**config.mk**
```make
export PLATFORM = sky130hd
export DESIGN_NAME = sde_intr_ctrl
export DESIGN_NICKNAME = d
export VERILOG_FILES = /design/src/rtl/sde_intr_pkg.sv /design/src/rtl/sde_intr_sync.sv /design/src/rtl/sde_intr_ctrl.sv
export SDC_FILE = /design/constraint.sdc
export NUM_CORES = 1
export LEC_CHECK = 0
export BUFFER_PORTS_ARGS = -buffer_cell sky130_fd_sc_hd__buf_2
export CORE_MARGIN = 5
export CORE_UTILIZATION = 49
export CTS_CLUSTER_DIAMETER = 50
export DETAILED_ROUTE_END_ITERATION = 7
export PLACE_DENSITY = 0.9
export SYNTH_ARGS = -nofsm -noshare
export SYNTH_HDL_FRONTEND = slang
export SYNTH_HIERARCHICAL = 1
export SYNTH_SLANG_ARGS = --single-unit
```
**constraint.sdc**
```tcl
create_clock -name s_axi_aclk -period 1.95 [get_ports s_axi_aclk]
set_input_delay 0.39 -clock s_axi_aclk [delete_from_list [all_inputs] [get_ports s_axi_aclk]]
set_output_delay 0.39 -clock s_axi_aclk [all_outputs]
set_load 0.02 [all_outputs]
```
**src/rtl/sde_intr_pkg.sv**
```systemverilog
// ---------------------------------------------------------------------------
// sde_intr_pkg: shared constants for the SDE interrupt controller.
//   - Register word indices (address bits [4:2]) for the AXI4-Lite map.
//   - AXI response encoding.
//   - Per-channel sensitivity encodings for the MODE register.
//   - strbBitMask: expands a 4-bit byte strobe into a 32-bit bit mask.
// ---------------------------------------------------------------------------
package sde_intr_pkg;

  // Word index of each register, compared against addr[4:2].
  localparam logic [2:0] ADDR_GIE  = 3'd0;
  localparam logic [2:0] ADDR_IER  = 3'd1;
  localparam logic [2:0] ADDR_ISR  = 3'd2;
  localparam logic [2:0] ADDR_IAR  = 3'd3;
  localparam logic [2:0] ADDR_IPR  = 3'd4;
  localparam logic [2:0] ADDR_MODE = 3'd5;
  localparam logic [2:0] ADDR_RAW  = 3'd6;
  localparam logic [2:0] ADDR_RSVD = 3'd7;

  localparam logic [1:0] RESP_OKAY = 2'b00;

  localparam logic MODE_EDGE  = 1'b0;
  localparam logic MODE_LEVEL = 1'b1;

  function automatic logic [31:0] strbBitMask(input logic [3:0] strb);
    logic [31:0] mask;
    mask = '0;
    for (int b = 0; b < 4; b++) begin
      mask[8*b +: 8] = {8{strb[b]}};
    end
    return mask;
  endfunction

endpackage

```
**src/rtl/sde_intr_sync.sv**
```systemverilog
// ---------------------------------------------------------------------------
// sde_intr_sync: vector synchroniser plus rising-edge detector.
//   clk      in   sampling clock
//   rstN     in   asynchronous active-low reset
//   asyncIn  in   WIDTH asynchronous inputs
//   sync     out  inputs after STAGES flops
//   rise     out  sync & ~(sync delayed one cycle)
// ---------------------------------------------------------------------------
module sde_intr_sync #(
  parameter int unsigned WIDTH  = 8,
  parameter int unsigned STAGES = 2
) (
  input  logic             clk,
  input  logic             rstN,
  input  logic [WIDTH-1:0] asyncIn,
  output logic [WIDTH-1:0] sync,
  output logic [WIDTH-1:0] rise
);

  logic [WIDTH-1:0] stageQ [STAGES];
  logic [WIDTH-1:0] syncDlyQ;

  always_ff @(posedge clk or negedge rstN) begin
    if (!rstN) begin
      for (int s = 0; s < STAGES; s++) begin
        stageQ[s] <= '0;
      end
      syncDlyQ <= '0;
    end else begin
      stageQ[0] <= asyncIn;
      for (int s = 1; s < STAGES; s++) begin
        stageQ[s] <= stageQ[s-1];
      end
      syncDlyQ <= stageQ[STAGES-1];
    end
  end

  assign sync = stageQ[STAGES-1];
  assign rise = sync & ~syncDlyQ;

endmodule

```
**src/rtl/sde_intr_ctrl.sv**
```systemverilog
// ---------------------------------------------------------------------------
// sde_intr_ctrl: AXI4-Lite interrupt controller for the SDE trigger IP.
//   s_axi_aclk / s_axi_aresetn  clock, asynchronous active-low reset
//   intr_in                     NUM_INTR asynchronous sources
//   s_axi_aw* / s_axi_w* / s_axi_b*  write channel (single outstanding)
//   s_axi_ar* / s_axi_r*             read channel (single outstanding)
//   irq                         registered interrupt request
// Registers: GIE, IER, ISR (sticky), IAR (W1C), IPR, MODE, RAW.
// ---------------------------------------------------------------------------
module sde_intr_ctrl
  import sde_intr_pkg::*;
#(
  parameter int unsigned C_S_AXI_DATA_WIDTH = 32,
  parameter int unsigned C_S_AXI_ADDR_WIDTH = 5,
  parameter int unsigned NUM_INTR           = 8,
  parameter int unsigned SYNC_STAGES        = 2,
  parameter int unsigned IRQ_ACTIVE_STATE   = 1,
  parameter int unsigned IRQ_PULSE          = 0
) (
  input  logic                            s_axi_aclk,
  input  logic                            s_axi_aresetn,
  input  logic [NUM_INTR-1:0]             intr_in,
  input  logic [C_S_AXI_ADDR_WIDTH-1:0]   s_axi_awaddr,
  input  logic [2:0]                      s_axi_awprot,
  input  logic                            s_axi_awvalid,
  output logic                            s_axi_awready,
  input  logic [C_S_AXI_DATA_WIDTH-1:0]   s_axi_wdata,
  input  logic [C_S_AXI_DATA_WIDTH/8-1:0] s_axi_wstrb,
  input  logic                            s_axi_wvalid,
  output logic                            s_axi_wready,
  output logic [1:0]                      s_axi_bresp,
  output logic                            s_axi_bvalid,
  input  logic                            s_axi_bready,
  input  logic [C_S_AXI_ADDR_WIDTH-1:0]   s_axi_araddr,
  input  logic [2:0]                      s_axi_arprot,
  input  logic                            s_axi_arvalid,
  output logic                            s_axi_arready,
  output logic [C_S_AXI_DATA_WIDTH-1:0]   s_axi_rdata,
  output logic [1:0]                      s_axi_rresp,
  output logic                            s_axi_rvalid,
  input  logic                            s_axi_rready,
  output logic                            irq
);

  localparam int unsigned N = NUM_INTR;
  localparam logic IrqOn = (IRQ_ACTIVE_STATE != 0);
  localparam logic PulseMode = (IRQ_PULSE != 0);

  // ---------------------------------------------------------------------
  // Input path
  // ---------------------------------------------------------------------
  logic [N-1:0] syncVec;
  logic [N-1:0] riseVec;

  sde_intr_sync #(
    .WIDTH  (N),
    .STAGES (SYNC_STAGES)
  ) uSync (
    .clk     (s_axi_aclk),
    .rstN    (s_axi_aresetn),
    .asyncIn (intr_in),
    .sync    (syncVec),
    .rise    (riseVec)
  );

  // ---------------------------------------------------------------------
  // State
  // ---------------------------------------------------------------------
  logic                wrReadyQ, wrReadyD;
  logic                bvalidQ, bvalidD;
  logic                arreadyQ, arreadyD;
  logic                rvalidQ, rvalidD;
  logic [31:0]         rdataQ, rdataD;
  logic                gieQ, gieD;
  logic [N-1:0]        ierQ, ierD;
  logic [N-1:0]        isrQ, isrD;
  logic [N-1:0]        modeQ, modeD;
  logic                anyQ;
  logic                irqQ, irqD;

  logic                wrHs, rdHs;
  logic [2:0]          wrIdx, rdIdx;
  logic [31:0]         wrEn;
  logic [N-1:0]        ackMask;
  logic [N-1:0]        setEvt;
  logic [31:0]         rdMux;
  logic                anyNow;

  assign wrIdx = s_axi_awaddr[4:2];
  assign rdIdx = s_axi_araddr[4:2];
  assign wrEn  = strbBitMask(s_axi_wstrb);

  // Ready is only raised while both valids are held, so the handshake is the ready cycle.
  assign wrHs = wrReadyQ & s_axi_awvalid & s_axi_wvalid;
  assign rdHs = arreadyQ & s_axi_arvalid;

  // ---------------------------------------------------------------------
  // AXI channel next state
  // ---------------------------------------------------------------------
  always_comb begin
    // ~wrReadyQ keeps ready to a single-cycle pulse per transaction
    wrReadyD = s_axi_awvalid & s_axi_wvalid & ~bvalidQ & ~wrReadyQ;
    bvalidD  = bvalidQ;
    if (wrHs) begin
      bvalidD = 1'b1;
    end else if (s_axi_bready) begin
      bvalidD = 1'b0;
    end
  end

  always_comb begin
    arreadyD = s_axi_arvalid & ~rvalidQ & ~arreadyQ;
    rvalidD  = rvalidQ;
    rdataD   = rdataQ;
    if (rdHs) begin
      rvalidD = 1'b1;
      rdataD  = rdMux;
    end else if (s_axi_rready) begin
      rvalidD = 1'b0;
    end
  end

  // ---------------------------------------------------------------------
  // Register writes and status update
  // ---------------------------------------------------------------------
  always_comb begin
    gieD    = gieQ;
    ierD    = ierQ;
    modeD   = modeQ;
    ackMask = '0;
    if (wrHs) begin
      case (wrIdx)
        ADDR_GIE: begin
          if (s_axi_wstrb[0]) gieD = s_axi_wdata[0];
        end
        ADDR_IER: begin
          ierD = (ierQ & ~wrEn[N-1:0]) | (s_axi_wdata[N-1:0] & wrEn[N-1:0]);
        end
        ADDR_IAR: begin
          ackMask = s_axi_wdata[N-1:0] & wrEn[N-1:0];
        end
        ADDR_MODE: begin
          modeD = (modeQ & ~wrEn[N-1:0]) | (s_axi_wdata[N-1:0] & wrEn[N-1:0]);
        end
        default: ;
      endcase
    end
  end

  always_comb begin
    setEvt = '0;
    for (int i = 0; i < int'(N); i++) begin
      setEvt[i] = (modeQ[i] == MODE_LEVEL) ? syncVec[i] : riseVec[i];
    end
    // Set is ORed in after the clear so a coincident event wins over the ack.
    isrD = (isrQ & ~ackMask) | setEvt;
  end

  // ---------------------------------------------------------------------
  // Read mux (unimplemented bits and registers read 0)
  // ---------------------------------------------------------------------
  always_comb begin
    rdMux = '0;
    case (rdIdx)
      ADDR_GIE:  rdMux[0]     = gieQ;
      ADDR_IER:  rdMux[N-1:0] = ierQ;
      ADDR_ISR:  rdMux[N-1:0] = isrQ;
      ADDR_IPR:  rdMux[N-1:0] = isrQ & ierQ;
      ADDR_MODE: rdMux[N-1:0] = modeQ;
      ADDR_RAW:  rdMux[N-1:0] = syncVec;
      default:   rdMux        = '0;
    endcase
  end

  // ---------------------------------------------------------------------
  // irq generation
  // ---------------------------------------------------------------------
  always_comb begin
    logic active;
    anyNow = gieQ & (|(isrQ & ierQ));
    active = PulseMode ? (anyNow & ~anyQ) : anyNow;
    irqD   = IrqOn ? active : ~active;
  end

  // ---------------------------------------------------------------------
  // Flops
  // ---------------------------------------------------------------------
  always_ff @(posedge s_axi_aclk or negedge s_axi_aresetn) begin
    if (!s_axi_aresetn) begin
      wrReadyQ <= 1'b0;
      bvalidQ  <= 1'b0;
      arreadyQ <= 1'b0;
      rvalidQ  <= 1'b0;
      rdataQ   <= '0;
    end else begin
      wrReadyQ <= wrReadyD;
      bvalidQ  <= bvalidD;
      arreadyQ <= arreadyD;
      rvalidQ  <= rvalidD;
      rdataQ   <= rdataD;
    end
  end

  always_ff @(posedge s_axi_aclk or negedge s_axi_aresetn) begin
    if (!s_axi_aresetn) begin
      gieQ  <= 1'b0;
      ierQ  <= '0;
      isrQ  <= '0;
      modeQ <= '0;
      anyQ  <= 1'b0;
      irqQ  <= ~IrqOn;
    end else begin
      gieQ  <= gieD;
      ierQ  <= ierD;
      isrQ  <= isrD;
      modeQ <= modeD;
      anyQ  <= anyNow;
      irqQ  <= irqD;
    end
  end

  // ---------------------------------------------------------------------
  // Outputs
  // ---------------------------------------------------------------------
  assign s_axi_awready = wrReadyQ;
  assign s_axi_wready  = wrReadyQ;
  assign s_axi_bvalid  = bvalidQ;
  assign s_axi_bresp   = RESP_OKAY;
  assign s_axi_arready = arreadyQ;
  assign s_axi_rvalid  = rvalidQ;
  assign s_axi_rdata   = rdataQ;
  assign s_axi_rresp   = RESP_OKAY;
  assign irq           = irqQ;

  // Protection, byte-offset and out-of-range data bits are don't-care.
  logic unusedSink;
  assign unusedSink = ^{s_axi_awprot, s_axi_arprot, s_axi_awaddr, s_axi_araddr,
                        s_axi_wdata, wrEn};

endmodule
```
==> flow_summary_export.csv, run 1 <==
group,metric,value,unit
run_status,status,"completed",
cells_and_area,final_nets,368,
clocking,clk_path_buf_depth,2,
clocking,htreeDepth,3,
job,maxCapViolCount,0,
placement,placement.io_buffers,43,
clocking,cts_setup_buffers,0,
cells_and_area,stdcell_area,3370,sq um
cells_and_area,antennaDiodeCount,0,
global_routing,grt_overflow,0,
floorplanning,core,5890,sq um
clocking,numCtsBuffers,9,
clocking,clock_latency,0.35,ns
power,leakage,1.57,nW
setup_path,start_kind,"register",
placement,place_area,3170,sq um
cells_and_area,areaGrowthSynthToFinish,14.9,%
cells_and_area,multi_input_comb_area,1160,sq um
timing,rsz0062_at_grt,"no",
placement,dp_hpwl,4470,um
timing,fin_crit,1.74,ns
global_routing,grt_max_degree,23,
drt,wl_per_cell,16.0,um
timing,setup_violations,0,
yosys,synth-seq-cells,62,
setup_path,crit_path_end_kind,"register",
floorplanning,start_util,0.499,
power,netSwitchingPower,0.738,mW
hold_path,hold_path_class,"input port to register",
global_routing,grt_pass1_wl,9890,um
timing,min_period_over_period,0.893,
yosys,synth.area.top_cells,"dfrtp_1 (53%), buf_4 (9.5%), mux2_2 (6.1%)",
yosys,synth.distinct_cells,36,
yosys,synth-seq-area-share,0.529,
timing,max_freq,0.575,GHz
power,power_density,844,nW/um^2
clocking,cts.reportedPaths.clkPinSlew,0.07,ns
cells_and_area,regArea,1550,sq um
timing,drv_slew,0,
power,ir_worst_vdd,477,uV
clocking,cts_tree,"yes",
floorplanning,io_pins,109,
drt,drt_iter0_drc,177,
yosys,syn_avg_cell_area,11.7,sq um
yosys,post-synth-top-count-cell,"dfrtp_1",
floorplanning,dieWidth,87.4,um
power,seqPwrFrac,0.497,
yosys,ys.flop_type,"dfrtp_1",
placement,post-place-ws,0.127,ns
floorplanning,rows,28,
drt,first_pass_iters,4,
floorplanning,die_y,87.4,um
yosys,syn_area,2930,sq um
yosys,yosys.area.top_type,"dfrtp_1",
floorplanning,die-area,7640,sq um
yosys,synth_edf_count,0,
yosys,yosysWarnings,6,
drt,ant_nets,0,
power,p_comb_frac,0.120,
global_routing,grt_antenna_before_repair,0,
timing,hold_violations,0,
yosys,yosysTopAreaCellShare,0.529,
setup_path,worstPathArrival,1.97,ns
drt,drt-vias-per-instance,5.39,
timing,fin_ws,0.210,ns
drt,wl,6080,um
timing,tns,0,ns
setup_path,critical_path_class,"register to register",
global_routing,grt_pass1_vias,1983,
drt,route.vias.total,2047,
cells_and_area,n_fill_cell,501,
timing,fin_skew,0.00953,ns
cells_and_area,drive_gt1_frac,0.348,
global_routing,grt.total_usage,0.172,
yosys,synth-async-reset-ratio,1.00,
power,pwr-share-clk,0.383,
setup_path,crit_fanout,4,
clocking,clock-sinks,62,
placement,place_congestion,0.828,
setup_path,cp.required,2.18,ns
drt,drc,0,
yosys,synth.top_cells.by_count,"dfrtp_1 (62), buf_4 (37), a21oi_1 (18), nand2_1 (18), mux2_2 (16)",
clocking,clock-root-buffer,"clkbuf_8",
power,p_int,2.11,mW
yosys,syn_inst,250,
power,switching_share,0.260,
==> path summary, 6_finish.rpt <==
kind | start | slack (ns) | cells after the start | to
worst max-delay path | s_axi_awready | 0.21 | 4 | gieQ
worst min-delay path | intr_in[2] | 0.14 | 1 | uSync/stageQ[10]
worst max register to register | s_axi_awready | 0.21 | 4 | gieQ
worst min register to register | uSync/stageQ[13] | 0.35 | 0 | uSync/sync[5]
max in group asynchronous | s_axi_aresetn | 0.87 | 3 | s_axi_rdata[3]
min in group asynchronous | s_axi_aresetn | 0.51 | 2 | uSync/stageQ[10]
==> repair_timing <==
action	CTS	global route
hold buffers	1	0
endpoints found under the hold margin	16	0
resized for setup	0	0
==> final cells by class <==
class / count / area share
well taps: 75 / 0.0278
clock inverters: 4 / 0.0141
inverters: 3 / 0.00334
repair buffers: 57 / 0.107
clock buffers: 11 / 0.0419
flip-flops and latches: 62 / 0.460
multi-input cells: 168 / 0.346
==> power by group through the flow <==
stage	Sequential [mW]	Clock [mW]	Combinational (mW)
final	1.42	1.09	0.342
after global routing	1.42	1.17	0.376
after CTS	1.41	1.11	0.343
after detailed placement	1.44	0	0.340
after global placement	1.43	0	0.328
after floorplan	1.44	0	0.246
==> worst max-delay path, stage by stage, from the launching register on <==
cell and delay (ns):
dfrtp_1 0.39, nand3_2 0.11, or3b_4 0.41, or3_1 0.39, mux2_4 0.32
==> cells in the final DEF, fill, tap and decap left out, types with 2 or more instances in the layout <==
cell type and n:
dfrtp_1 62, buf_2 43, conb_1 28, nand2_1 18
a21oi_1 18, mux2_2 16, nor2b_1 15, clkbuf_8 10
buf_4 10, a22o_1 9, a221o_1 8, nor2b_4 8
or3b_2 6, a31oi_1 6, nand3_1 6, o21ai_0 4
inv_1 3, a32o_1 3, a32oi_1 3, buf_12 3
nor3b_1 2, a221oi_1 2, nor3_1 2, nor2_2 2
clkinv_2 2
==> layer usage <==
metal / vias up / track usage / wire, um
met4: 0 / 0.0544 / 113
met2: 93 / 0.281 / 3060
met1: 1012 / 0.212 / 2360
met5: - / 0 / 0
met3: 10 / 0.0624 / 550
li1: 932 / - / -
==> cell families after synthesis <==
| logic type | count (synthesis) | share of synthesized area |
|---|---|---|
| other | 1 | 0.00128 |
| AND/OR/NAND/NOR | 66 | 0.154 |
| multiplexers | 18 | 0.0699 |
| AO/OA/AOI/OAI | 56 | 0.138 |
| flip-flops | 62 | 0.529 |
| buffers and inverters | 47 | 0.109 |
==> stage by stage <==
stage                     hold slack (ns)  cells  total power, mW  utilization
after floorplan                    0.0944    277             1.69            -
after global routing                0.133    380             2.97        0.573
after detailed placement            0.335    364             1.78        0.539
after CTS                           0.136    380             2.87        0.573
final                               0.140    380             2.85        0.573
after global placement              0.333    364             1.76        0.539
Power figures use the tool's default switching activity.
==> inputs of run 2 (changes only) <==
--- a/config.mk
+++ b/config.mk
@@ -11,6 +11,7 @@
 export CTS_CLUSTER_DIAMETER = 50
 export DETAILED_ROUTE_END_ITERATION = 7
 export PLACE_DENSITY = 0.9
+export RECOVER_POWER = 25
 export SYNTH_ARGS = -nofsm -noshare
 export SYNTH_HDL_FRONTEND = slang
 export SYNTH_HIERARCHICAL = 1
==> run 2 against run 1 <==
Against the previous run: sequential cell count unchanged; first-iteration DRC count down 0.56%; final cell count unchanged; critical path depth unchanged; global-route usage unchanged; clock power about the same; sequential share of layout area up 0.086 points; non-clock buffer count unchanged; count of clock-buffer cells in the layout unchanged; critical endpoint unchanged.
==> flow_summary_export.csv, run 2 (synthesis gave the netlist of run 1 again) <==
group,metric,value,unit
drt,ant_nets,0,
global_routing,grtUsageMet1,0.212,
drt,drt-vias-per-instance,5.34,
timing,tns,0,ns
setup_path,crit_slowest_cell,"or3b_4",
global_routing,grt_max_degree,23,
clocking,cts_setup_buffers,0,
timing,max_freq,0.565,GHz
cells_and_area,antennaDiodeCount,0,
global_routing,grt_overflow,0,
timing,min_period_over_period,0.908,
drt,route.vias.total,2029,
hold_path,hold_depth,1,
placement,place_congestion,0.828,
power,p_int,2.11,mW
clocking,cts_tree,"yes",
job,maxCapViolCount,0,
global_routing,grt.total_usage,0.172,
clocking,cts.reportedPaths.clkPinSlew,0.07,ns
setup_path,crit_fanout,4,
floorplanning,dieWidth,87.4,um
setup_path,r2r.worst_path.cells,4,
power,p_total,2.84,mW
floorplanning,rows,28,
setup_path,timing.rr.start,"s_axi_awready",
power,seqPwrFrac,0.498,
clocking,clock_latency,0.34,ns
setup_path,worstSetupStartpoint,"s_axi_awready",
setup_path,crit_end,"gieQ",
hold_path,hold_path_class,"input port to register",
placement,post-place-ws,0.127,ns
floorplanning,core,5890,sq um
clocking,clock-sinks,62,
power,power_density,844,nW/um^2
setup_path,cp.required,2.17,ns
drt,first_pass_iters,4,
cells_and_area,final_cell_mix,"dfrtp_1 (62), buf_2 (42), conb_1 (28)",
power,pwr-share-clk,0.382,
setup_path,timing.rr.end,"gieQ",
cells_and_area,drive_gt1_frac,0.341,
run_status,status,"completed",
power,netSwitchingPower,0.733,mW
setup_path,cpPeakStageDelay,0.42,ns
setup_path,worstPathArrival,1.99,ns
setup_path,crit_path_end_kind,"register",
timing,fin_crit,1.77,ns
timing,rsz0062_at_grt,"no",
power,switching_share,0.258,
cells_and_area,final_nets,368,
timing,maxSlewHeadroom,0.287,
setup_path,r2r_slack,0.18,ns
global_routing,grt_pass1_wl,9890,um
floorplanning,die_y,87.4,um
timing,drv_slew,0,
placement,placement.io_buffers,43,
clocking,hold_buffers,1,
clocking,clock-root-buffer,"clkbuf_8",
floorplanning,die-area,7640,sq um
floorplanning,start_util,0.499,
power,leakage,1.57,nW
timing,fin_skew,0.00972,ns
placement,place_area,3170,sq um
drt,wl_per_cell,15.9,um
global_routing,grt_pass1_vias,1983,
global_routing,met2_usage,0.281,
placement,dp_hpwl,4470,um
clocking,htreeDepth,3,
setup_path,critical_path.cell_chain,"nand3_1 > or3b_4 > or3_1 > mux2_4",
global_routing,use_met3,0.0624,
clocking,numCtsBuffers,9,
power,p_comb_frac,0.120,
drt,wl,6040,um
timing,setup_violations,0,
setup_path,start_kind,"register",
timing,tightest_slew,1.07,ns
global_routing,grt.busiest_layer,"met2",
clocking,clk_path_buf_depth,2,
timing,fin_ws,0.179,ns
cells_and_area,final_common_cell,"dfrtp_1",
drt,drt_iter0_drc,176,
drt,drc,0,
global_routing,grt_antenna_before_repair,0,
power,ir_worst_vdd,478,uV
timing,hold_violations,0,
setup_path,critical_path_class,"register to register",
cells_and_area,stdcell_area,3360,sq um
floorplanning,io_pins,109,
cells_and_area,areaGrowthSynthToFinish,14.7,%
clocking,cts_resized,0,
[run 2: cell types whose count changed in the layout (fill, tap and decap cells not counted)]
cell / change
buf_2: -1
clkbuf_1: +1
nand3_1: +1
nand3_2: -1
[run 2: area by class of cell]
| cell class | instances | area [sq um] |
|---|---|---|
| tap | 75 | 93.8 |
| multi-input combinational | 168 | 1160 |
| timing repair buffer | 57 | 359 |
| clock inverter | 4 | 47.5 |
| sequential | 62 | 1550 |
| fill | 502 | 2520 |
| clock buffer | 11 | 141 |
| inverter | 3 | 11.3 |
[run 2: worst min-delay path by stage]
stage | slack (ns) | to | start
after detailed placement | 0.33 | uSync/sync[2] | uSync/stageQ[10]
after global routing | 0.13 | uSync/stageQ[8] | intr_in[0]
final | 0.15 | uSync/stageQ[10] | intr_in[2]
after floorplan | 0.09 | async pin | s_axi_aresetn
after global placement | 0.33 | uSync/sync[6] | uSync/stageQ[14]
after CTS | 0.14 | uSync/stageQ[10] | intr_in[2]
[run 2: metal layers]
metal  vias up  wire length [um]
li1        932                 -
met1      1004              2350
met2        86              3060
met3         7               552
met4         0                68
met5         -                 0
[run 2: critical path, delay by kind of cell, from the launching register on]
kind             cells  cell delay, ns
and+or+nand+nor      3            0.95
DFF                  1            0.38
muxes                1            0.32
[run 2: per-stage QoR]
stage          hold WS (ns)  std cells  utilization
2_1_floorplan        0.0944        277            -
3_3_place_gp          0.333        364        0.539
3_5_place_dp          0.335        364        0.539
4_1_cts               0.136        380        0.573
5_1_grt               0.133        380        0.572
6_report              0.146        380        0.572
[run 2: power by group through the flow]
stage / Clock [mW] / Combinational (mW) / Sequential [mW]
after floorplan: 0 / 0.246 / 1.44
after global placement: 0 / 0.328 / 1.43
after detailed placement: 0 / 0.340 / 1.44
after CTS: 1.11 / 0.343 / 1.41
after global routing: 1.17 / 0.375 / 1.42
final: 1.08 / 0.340 / 1.42
